===== src/rtl/xcvr_reset_sequencer_pkg.sv =====
// Shared types for the transceiver reset sequencer: state encoding, retry width
// and the per-state output decode.
package xcvr_reset_sequencer_pkg;

  localparam int RETRY_W = 2;

  typedef enum logic [2:0] {
    S_PLL_RST     = 3'd0,
    S_WAIT_LOCK   = 3'd1,
    S_LOCK_STABLE = 3'd2,
    S_GT_RST      = 3'd3,
    S_REL_PCS     = 3'd4,
    S_REL_MAC     = 3'd5,
    S_READY       = 3'd6,
    S_FAULT       = 3'd7
  } state_t;

  typedef struct packed {
    logic qpll;
    logic gt_tx;
    logic gt_rx;
    logic pcs;
    logic mac;
    logic ready;
    logic fault;
  } outs_t;

  function automatic outs_t decode_outputs(state_t s);
    outs_t o;
    o = '{qpll: 1'b1, gt_tx: 1'b1, gt_rx: 1'b1, pcs: 1'b1, mac: 1'b1,
          ready: 1'b0, fault: 1'b0};
    case (s)
      S_WAIT_LOCK, S_LOCK_STABLE: o.qpll = 1'b0;
      S_GT_RST: begin
        o.qpll  = 1'b0;
        o.gt_tx = 1'b0;
        o.gt_rx = 1'b0;
      end
      S_REL_PCS: o = '{qpll: 1'b0, gt_tx: 1'b0, gt_rx: 1'b0, pcs: 1'b0, mac: 1'b1,
                       ready: 1'b0, fault: 1'b0};
      S_REL_MAC: o = '{qpll: 1'b0, gt_tx: 1'b0, gt_rx: 1'b0, pcs: 1'b0, mac: 1'b0,
                       ready: 1'b0, fault: 1'b0};
      S_READY:   o = '{qpll: 1'b0, gt_tx: 1'b0, gt_rx: 1'b0, pcs: 1'b0, mac: 1'b0,
                       ready: 1'b1, fault: 1'b0};
      S_FAULT:   o.fault = 1'b1;
      default:   ;
    endcase
    return o;
  endfunction

endpackage


===== src/rtl/xcvr_reset_sequencer_sync_2ff.sv =====
// Single-bit two-flop synchronizer for asynchronous status inputs. No reset.
module xcvr_reset_sequencer_sync_2ff (
  input  logic clk,
  input  logic d,
  output logic q
);

  (* ASYNC_REG = "TRUE" *) logic meta_p0;
  (* ASYNC_REG = "TRUE" *) logic sync_p1;

  always_ff @(posedge clk) begin
    meta_p0 <= d;
    sync_p1 <= meta_p0;
  end

  assign q = sync_p1;

endmodule


===== src/rtl/xcvr_reset_sequencer.sv =====
// Power-up / recovery reset sequencer for the 10G transceiver path: QPLL, GT,
// PCS, MAC release in order, with timeout retries and a sticky fault.
module xcvr_reset_sequencer #(
  parameter int PLL_RST_CYC      = 32,
  parameter int LOCK_TIMEOUT_CYC = 125000,
  parameter int STABLE_CYC       = 1250,
  parameter int GT_TIMEOUT_CYC   = 125000,
  parameter int GAP_CYC          = 16,
  parameter int MAX_RETRY        = 3
) (
  input  logic       i_CLK,
  input  logic       i_RST,
  input  logic       i_QPLL_LOCK,
  input  logic       i_TX_RESET_DONE,
  input  logic       i_RX_RESET_DONE,
  input  logic       i_MAN_RESET,
  output logic       o_QPLL_RESET,
  output logic       o_GT_TX_RESET,
  output logic       o_GT_RX_RESET,
  output logic       o_PCS_RESET,
  output logic       o_MAC_RESET,
  output logic       o_READY,
  output logic       o_FAULT,
  output logic [2:0] o_STATE,
  output logic [1:0] o_RETRY_CNT
);
  import xcvr_reset_sequencer_pkg::*;

  localparam int MAX_AB  = (PLL_RST_CYC > LOCK_TIMEOUT_CYC) ? PLL_RST_CYC : LOCK_TIMEOUT_CYC;
  localparam int MAX_CD  = (STABLE_CYC > GT_TIMEOUT_CYC) ? STABLE_CYC : GT_TIMEOUT_CYC;
  localparam int MAX_ABC = (MAX_AB > MAX_CD) ? MAX_AB : MAX_CD;
  localparam int MAX_CYC = (MAX_ABC > GAP_CYC) ? MAX_ABC : GAP_CYC;
  localparam int CNT_W   = (MAX_CYC > 1) ? $clog2(MAX_CYC) : 1;

  localparam logic [CNT_W-1:0]   PLL_LAST    = CNT_W'(PLL_RST_CYC - 1);
  localparam logic [CNT_W-1:0]   LOCK_LAST   = CNT_W'(LOCK_TIMEOUT_CYC - 1);
  localparam logic [CNT_W-1:0]   STABLE_LAST = CNT_W'(STABLE_CYC - 1);
  localparam logic [CNT_W-1:0]   GT_LAST     = CNT_W'(GT_TIMEOUT_CYC - 1);
  localparam logic [CNT_W-1:0]   GAP_LAST    = CNT_W'(GAP_CYC - 1);
  localparam logic [RETRY_W-1:0] RETRY_MAX   = RETRY_W'(MAX_RETRY);

  logic lock_s, tx_done_s, rx_done_s;

  xcvr_reset_sequencer_sync_2ff u_sync_lock (.clk(i_CLK), .d(i_QPLL_LOCK),     .q(lock_s));
  xcvr_reset_sequencer_sync_2ff u_sync_tx   (.clk(i_CLK), .d(i_TX_RESET_DONE), .q(tx_done_s));
  xcvr_reset_sequencer_sync_2ff u_sync_rx   (.clk(i_CLK), .d(i_RX_RESET_DONE), .q(rx_done_s));

  state_t             state, state_nxt;
  logic [CNT_W-1:0]   cnt;
  logic [RETRY_W-1:0] retry, retry_nxt;
  logic               timeout;
  outs_t              outs_q;

  always_comb begin
    state_nxt = state;
    retry_nxt = retry;
    timeout   = 1'b0;
    if (i_MAN_RESET) begin
      state_nxt = S_PLL_RST;
      retry_nxt = '0;
    end else begin
      case (state)
        S_PLL_RST:     if (cnt == PLL_LAST) state_nxt = S_WAIT_LOCK;
        S_WAIT_LOCK:   if (lock_s) state_nxt = S_LOCK_STABLE;
                       else if (cnt == LOCK_LAST) timeout = 1'b1;
        S_LOCK_STABLE: if (!lock_s) state_nxt = S_WAIT_LOCK;
                       else if (cnt == STABLE_LAST) state_nxt = S_GT_RST;
        S_GT_RST:      if (!lock_s) state_nxt = S_PLL_RST;
                       else if (tx_done_s && rx_done_s) state_nxt = S_REL_PCS;
                       else if (cnt == GT_LAST) timeout = 1'b1;
        S_REL_PCS:     if (!lock_s) state_nxt = S_PLL_RST;
                       else if (cnt == GAP_LAST) state_nxt = S_REL_MAC;
        S_REL_MAC:     if (!lock_s) state_nxt = S_PLL_RST;
                       else if (cnt == GAP_LAST) begin
                         state_nxt = S_READY;
                         retry_nxt = '0;
                       end
        S_READY:       if (!lock_s) state_nxt = S_PLL_RST;
        default:       ;
      endcase
      if (timeout) begin
        if (retry == RETRY_MAX) begin
          state_nxt = S_FAULT;
        end else begin
          state_nxt = S_PLL_RST;
          retry_nxt = retry + 1'b1;
        end
      end
    end
  end

  // Outputs are decoded from the next state so they move with the state register.
  always_ff @(posedge i_CLK) begin
    if (i_RST) begin
      state   <= S_PLL_RST;
      cnt     <= '0;
      retry   <= '0;
      outs_q  <= decode_outputs(S_PLL_RST);
      o_STATE <= 3'd0;
    end else begin
      state   <= state_nxt;
      retry   <= retry_nxt;
      outs_q  <= decode_outputs(state_nxt);
      o_STATE <= state_nxt;
      if (state_nxt != state || i_MAN_RESET)
        cnt <= '0;
      else if (cnt != {CNT_W{1'b1}})
        cnt <= cnt + 1'b1;
    end
  end

  assign o_QPLL_RESET  = outs_q.qpll;
  assign o_GT_TX_RESET = outs_q.gt_tx;
  assign o_GT_RX_RESET = outs_q.gt_rx;
  assign o_PCS_RESET   = outs_q.pcs;
  assign o_MAC_RESET   = outs_q.mac;
  assign o_READY       = outs_q.ready;
  assign o_FAULT       = outs_q.fault;
  assign o_RETRY_CNT   = retry;

endmodule


===== config.mk =====
export PLATFORM = sky130hd
export DESIGN_NAME = xcvr_reset_sequencer
export DESIGN_NICKNAME = d
export VERILOG_FILES = /design/src/rtl/xcvr_reset_sequencer_pkg.sv /design/src/rtl/xcvr_reset_sequencer_sync_2ff.sv /design/src/rtl/xcvr_reset_sequencer.sv
export SDC_FILE = /design/constraint.sdc
export NUM_CORES = 1
export LEC_CHECK = 0
export ABC_AREA = 0
export CAP_MARGIN = 40
export CORE_ASPECT_RATIO = 0.9
export CORE_UTILIZATION = 25
export CTS_CLUSTER_DIAMETER = 150
export DETAILED_ROUTE_END_ITERATION = 10
export GPL_TIMING_DRIVEN = 0
export PLACE_DENSITY = 0.48
export SYNTH_ARGS = -nofsm -noshare
export SYNTH_HDL_FRONTEND = slang
export SYNTH_HIERARCHICAL = 1
export SYNTH_SLANG_ARGS = --single-unit

===== constraint.sdc =====
create_clock -name i_CLK -period 4.55 [get_ports i_CLK]
set_input_delay 0.6825 -clock i_CLK [delete_from_list [all_inputs] [get_ports i_CLK]]
set_output_delay 0.6825 -clock i_CLK [all_outputs]
set_load 0.005 [all_outputs]

==> results of run 1 <==
[cell usage in the layout (no fill, tap or decap), types with 5 or more instances in the layout]
cell             netlist  final
xnor2_1                7      7
clkdlybuf4s50_1        0     16
nor3_2                10     10
clkbuf_8               0      6
clkbuf_1               6      6
xor2_1                 9      9
nand2_1               16     16
dfxtp_1               34     34
nand3_1                9      9
nor4_1                 5      5
nor3_1                10     10
nor2_1                17     17
[routing by layer]
layer / track usage (%) / share of wire [%] / vias to the layer above
met5: 0 / 0 / -
met3: 3.33 / 3.3 / 4
met1: 16.2 / 55 / 654
li1: - / - / 731
met2: 16.7 / 41 / 22
met4: 3.81 / 1.2 / 0
[sequential cells by signal, summed over array words and instances, names as in the netlist]
name                 flops
o_PCS_RESET              1
u_sync_lock/meta_p0      1
o_READY                  1
u_sync_lock/q            1
u_sync_rx/q              1
o_MAC_RESET              1
u_sync_tx/meta_p0        1
state                    3
o_QPLL_RESET             1
cnt                     17
o_FAULT                  1
u_sync_rx/meta_p0        1
o_GT_TX_RESET            1
o_RETRY_CNT              2
u_sync_tx/q              1
[per-stage QoR]
stage	total power, mW	worst slack, ps	cells
2_1_floorplan	0.322	2180	193
6_report	0.558	1650	307
3_5_place_dp	0.330	1670	299
5_1_grt	0.585	1480	307
4_1_cts	0.568	1660	307
3_3_place_gp	0.330	1630	299
[logic make-up after synthesis]
family	Yosys count	share of synthesized area, %
AOI/OAI and AO/OA	19	8.45
xor gates and xnor gates	17	8.80
adders and majority gates	4	2.82
buffers and inverters	15	4.72
DFF	34	38.3
muxes	3	1.76
and+or+nand+nor	101	35.1
[power breakdown]
group	internal (mW)	total (mW)	switching (mW)
Sequential	0.301	0.303	0.00220
Combinational	0.00871	0.0195	0.0108
Clock	0.122	0.235	0.113
Total	0.431	0.558	0.126
[worst max-delay path: cells and delay by family (launching register included)]
family        cells  cell delay (ps)
flops             1              300
simple gates      7             2040
buf+inv           2              440
[cell type report]
cell class                 instances  area (sq um)  share of cell area, %
clock buffer                       6          82.6                   3.85
inverter                           3          11.3                  0.525
clock inverter                     2          12.5                  0.583
tap                               90           113                   5.25
timing repair buffer              16           160                   7.47
buffer                            12          72.6                   3.38
multi-input combinational        144          1010                   47.2
sequential                        34           681                   31.7
[how the worst max path moves through the flow]
stage | end | slack, ps | cells past startpoint
6_report | cnt[12] | 1650 | 9
5_1_grt | cnt[8] | 1480 | 9
4_1_cts | cnt[12] | 1660 | 9
3_5_place_dp | cnt[9] | 1670 | 9
3_3_place_gp | cnt[12] | 1630 | 9
2_1_floorplan | cnt[3] | 2180 | 8
==> impl_results.md, run 1 <==
- Status: completed
- Post-synthesis sequential area ratio: 38.3%
- Worst setup EP type: register
- Max VDD drop: approximately 0.11 mV
- Max frequency: around 0.35 GHz
- Post-layout net count: between 200 and 250
- Gate count of the mapped netlist: 193
- CTS Sinks: 34
- Crit path cell chain: clkbuf_1, nor4_1, nand4b_1, nor4bb_1, nor3b_1, or3_1, nand3_2, buf_4, nor2_1
- Rel. slew slack: between 60% and 70%
- IO Port Bufs: 16
- Worst R2R End: cnt[12]
- Slowest-stage cell, CP: nor4bb_1
- Initial Utilization: 26.4%
- P&R area growth vs syn: 20.7%
- Synth warn: 6
- R2R Setup Slk: 1650 ps
- Routed WL: about 3800 um
- Crit Path Class: reg -> reg
- Synthesized area per cell: 9.21 sq um
- Main area contributors after synthesis: dfxtp_1 (38%), nor3_2 (5.6%), xor2_1 (4.4%)
- Antenna cell count: 0
- Period utilization: 63.7%
- Type of origin of the critical path: register
- Final setup fails: 0
- Most frequent cell after synthesis: dfxtp_1
- Number of enable flip-flop cells after synthesis: 0
- CTS Buf Count: 5
- Fraction of registers with async set or reset after synthesis: 0%
- Hold WS: between 300 and 400 ps
- Detailed-placement wirelength estimate: 2810 um
- H-Tree Depth: 2
- First-pass GRT wire length: around 6600 um
- Unique masters post-synth: between 40 and 50
- Final min period: about 2900 ps
- Leakage: ~0.74 nW
- Pins Over Slew Limit: 0
- Post-CTS Hold Buffers: 0
- Core Util, Final: between 30% and 40%
- Net Count, Synth: 203
- Max incr delay on CP: around 540 ps
- Final Hold Fails: 0
- FP Rows: 28
- Initial antenna violation count: 0
- Yosys top cell area share: 38.3%
- FILL cells: slightly above 700
- Worst-path clk slew: ~70 ps
- Die Height: 82.0 um
- Iter 0 DRT Violations: 70
- Die W: between 90 and 100 um
- Crit path required time: about 4700 ps
- CTS tree: built
- Worst Hold Path EP: u_sync_lock/q
- Die area: 7450 sq um
- Largest net degree at the start of global routing: 12
- Vias/cell: between 4 and 5
- Commonest cells in the netlist: dfxtp_1 (34), nor2_1 (17), nand2_1 (16), nor3_1 (10), nor3_2 (10)
- Core Area: approximately 6700 sq um
- Routed len/inst: around 12 um
- Placed cell area: 2050 sq um
- Total negative slack: 0 ps
- TritonRoute pass-1 iters: 4
- Ports: 18
- Area leader, netlist: dfxtp_1
- Crit Path Max Fanout: 10
- Root buf cell: clkbuf_8
- Global Route Usage Sum: a little under an eighth
- Hold_sp: u_sync_lock/meta_p0
- Total congestion overflow: 0
- Clock Latency Late Sink: just under 300 ps
- Layout cells sized above 1: 15.2%
- Post-route ant nets: 0
- Mapped Area: about 1800 sq um
- Crit path from: cnt[3]
- CP arrival: 3070 ps
- Hold Path Cell Cnt: 0
- RSZ-0062 raised after global routing: false
- Pwr Density: ~260 nW/um^2
- Longest Clk Path Bufs: 2
- CTS resizes: 0
- DRC viols: 0
- MaxCap Viol Count: 0
- Reg-to-Reg Start: cnt[3]
- Synth Flop Type: dfxtp_1
- DR vias: around 1,400
- Slew @ Worst Pin: between 500 and 600 ps
- Setup Buffers After CTS: 0
- R2R depth: 9
- Routability cong.: just under 0.8
- Clock skew: 5.49 ps
- Vias in the first global route: 1,319
- Design Area, Final: 2140 sq um
- FF+latch count, synth: 34
- Hold Crit Class: reg -> reg
Power figures use the tool's default switching activity.
==> run 2: changes to the inputs <==
PLACE_DENSITY = 0.49   (was 0.48)
clock period = 2.59 ns   (was 4.55 ns; I/O delays follow)
==> impl_results.md, run 2 (synthesized netlist as in run 1, its figures left out) <==
- Status: completed
- Worst setup EP type: register
- Die area: 7450 sq um (unchanged)
- Gr busiest metal: met2
- Leakage: 0.853 nW (+16%)
- Antenna cell count: 0 (unchanged)
- Longest Clk Path Bufs: 2 (unchanged)
- Clock Latency Late Sink: 290 ps (about the same)
- Met2 Usage GRT: 17.8% (+1.1 points)
- Period utilization: 96.0% (+32 points)
- Crit path required time: 2770 ps (-1960 ps)
- Die Height: 82.0 um (unchanged)
- Dpl ws: -240 ps (-1910 ps)
- Biggest register: cnt
- Layout cells sized above 1: 27.3% (+12 points)
- Root buf cell: clkbuf_8
- Max incr delay on CP: 410 ps (-130 ps)
- CP arrival: 2670 ps (-400 ps)
- DR vias: 1,489 (+5.5%)
- IO Port Bufs: 16 (unchanged)
- Die W: 90.9 um (unchanged)
- Pwr Density: 485 nW/um^2 (+87%)
- R2R Setup Slk: 100 ps (-1550 ps)
- Rel. slew slack: 44.7% (-21 points)
- Crit Path Max Fanout: 7 (-3)
- Vias in the first global route: 1,377 (+4.4%)
- Clock skew: 8.79 ps (+3.30 ps)
- Type of origin of the critical path: register
- Detailed-placement wirelength estimate: 2750 um (-2.2%)
- Post-route ant nets: 0 (unchanged)
- DRC viols: 0 (unchanged)
- Reg-to-Reg Start: cnt[6]
- Post-route setup slack: 103 ps (-1550 ps)
- Slew @ Worst Pin: 808 ps (+297 ps)
- First-pass GRT wire length: 6760 um (+2.2%)
- Crit Path Class: reg -> reg
- Commonest non-fill, non-tap cell in the layout: dfxtp_1
- Hold_sp: u_sync_tx/meta_p0
- Initial Utilization: 26.4% (unchanged)
- FP Rows: 28 (unchanged)
- TritonRoute pass-1 iters: 4 (unchanged)
- Global Route Usage Sum: 11.8% (+0.35 points)
- Final min period: 2490 ps (-410 ps)
- Most common cell on crit path: or3_4
- Pins Over Slew Limit: 0 (unchanged)
- Routed WL: 4100 um (+7.3%)
- Post-CTS Hold Buffers: 0 (unchanged)
- Met3 GRT Util: 2.78% (-0.56 points)
- GRT met1 Usage: 15.7% (-0.52 points)
- Routability cong.: 0.744 (-6.4%)
- MaxCap Viol Count: 0 (unchanged)
- Core Area: 6730 sq um (unchanged)
- Initial antenna violation count: 0 (unchanged)
- Largest net degree at the start of global routing: 13 (+1)
- Slowest-stage cell, CP: a2111o_1
- Final Hold Fails: 0 (unchanged)
- Setup crit end: o_GT_TX_RESET
- R2R depth: 7 (-2)
- Number of flip-flops in the largest register: 17 (unchanged)
- RSZ-0062 raised after global routing: true
- Core Util, Final: 35.9% (+4.0 points)
- Total congestion overflow: 0 (unchanged)
- Crit path from: cnt[6]
- Max frequency: 0.402 GHz (+16%)
- CTS Sinks: 34 (unchanged)
- Iter 0 DRT Violations: 84 (+20%)
- H-Tree Depth: 2 (unchanged)
- CTS tree: built
- Hold Path Cell Cnt: 0 (unchanged)
- Hold Crit Class: reg -> reg
- Most frequent cells in the layout: dfxtp_1 (30), nor2_1 (17), nand2_1 (16), clkdlybuf4s50_1 (16), nor3_2 (13)
- Routed len/inst: 12.9 um (+3.9%)
- FILL cells: 699 (-3.2%)
- Hold WS: 332 ps (-0.514 ps)
- P&R area growth vs syn: 35.9%
- Final setup fails: 0 (unchanged)
- Post-layout net count: 236 (+4.4%)
- Crit path cell chain: or3_4, or3_4, or4_1, nand4_1, buf_4, nand2_1, a2111o_1
- Worst-path clk slew: 70 ps (about the same)
- Worst R2R End: o_GT_TX_RESET
- Ports: 18 (unchanged)
- CTS Buf Count: 5 (unchanged)
- Max VDD drop: 0.294 mV (+170%)
- Vias/cell: 4.70 (+2.2%)
[run 2: cell types whose count changed in the layout (fill, tap and decap cells not counted), sizes merged]
cell	before	now
clkinvlp	1	0
buf	6	18
clkbuf	12	9
bufinv	0	2
[run 2: per-layer routing]
metal,routed length (um),up-vias
met2,1850,28
met3,169,7
li1,-,755
met1,2000,699
met4,94,0
met5,0,-
[run 2: per-stage QoR]
step                      area [sq um]  total power [mW]  TNS (ps)  std cells
after floorplan                   1780             0.566         0        193
after global placement            2050             0.580     -4100        299
after detailed placement          2050             0.580     -2910        299
after CTS                         2310              1.19         0        311
after global routing              2410              1.22     -7.51        317
final                             2410              1.17         0        317
[run 2: cell type report]
cell class / count / area [sq um] / share of cell area (%)
Clock inverter: 3 / 68.8 / 2.85
Tap cell: 90 / 113 / 4.66
Timing Repair Buffer: 28 / 274 / 11.3
Buffer: 10 / 77.6 / 3.21
Multi-Input combinational cell: 144 / 1110 / 46.1
Inverter: 3 / 11.3 / 0.466
Clock buffer: 5 / 68.8 / 2.85
Sequential cell: 34 / 688 / 28.5
[run 2: power by group]
| part | switching, mW | internal, mW | total [mW] |
|---|---|---|---|
| sequential | 0.00448 | 0.528 | 0.533 |
| clock | 0.207 | 0.386 | 0.593 |
| combinational | 0.0233 | 0.0232 | 0.0465 |
| total | 0.235 | 0.937 | 1.17 |
[run 2: worst min path at each step]
stage	endpoint
after floorplan	u_sync_lock/q
after global placement	u_sync_lock/q
after detailed placement	u_sync_tx/q
after CTS	o_RETRY_CNT[1]
after global routing	state[0]
final	u_sync_tx/q
[run 2: repair_timing]
action | 4_1_cts | 5_1_grt
gates cloned | 1 | 0
setup endpoints to repair | 17 | 19
pin swaps | 3 | 6
gates resized for setup | 12 | 16
buffers inserted | 5 | 6
[run 2: worst max-delay path: cells and delay by family, from the launching register on]
family                 cells  cell delay [ps]
AO/OA/AOI/OAI              1              410
buffers and inverters      1              160
flip-flops                 1              360
AND/OR/NAND/NOR            5             1450
==> run 3: changes to the inputs <==
ABC_CLOCK_PERIOD_IN_PS = 2590   (was default)
==> results of run 3 <==
Final layout, timing and power as in run 2 (identical DEF).
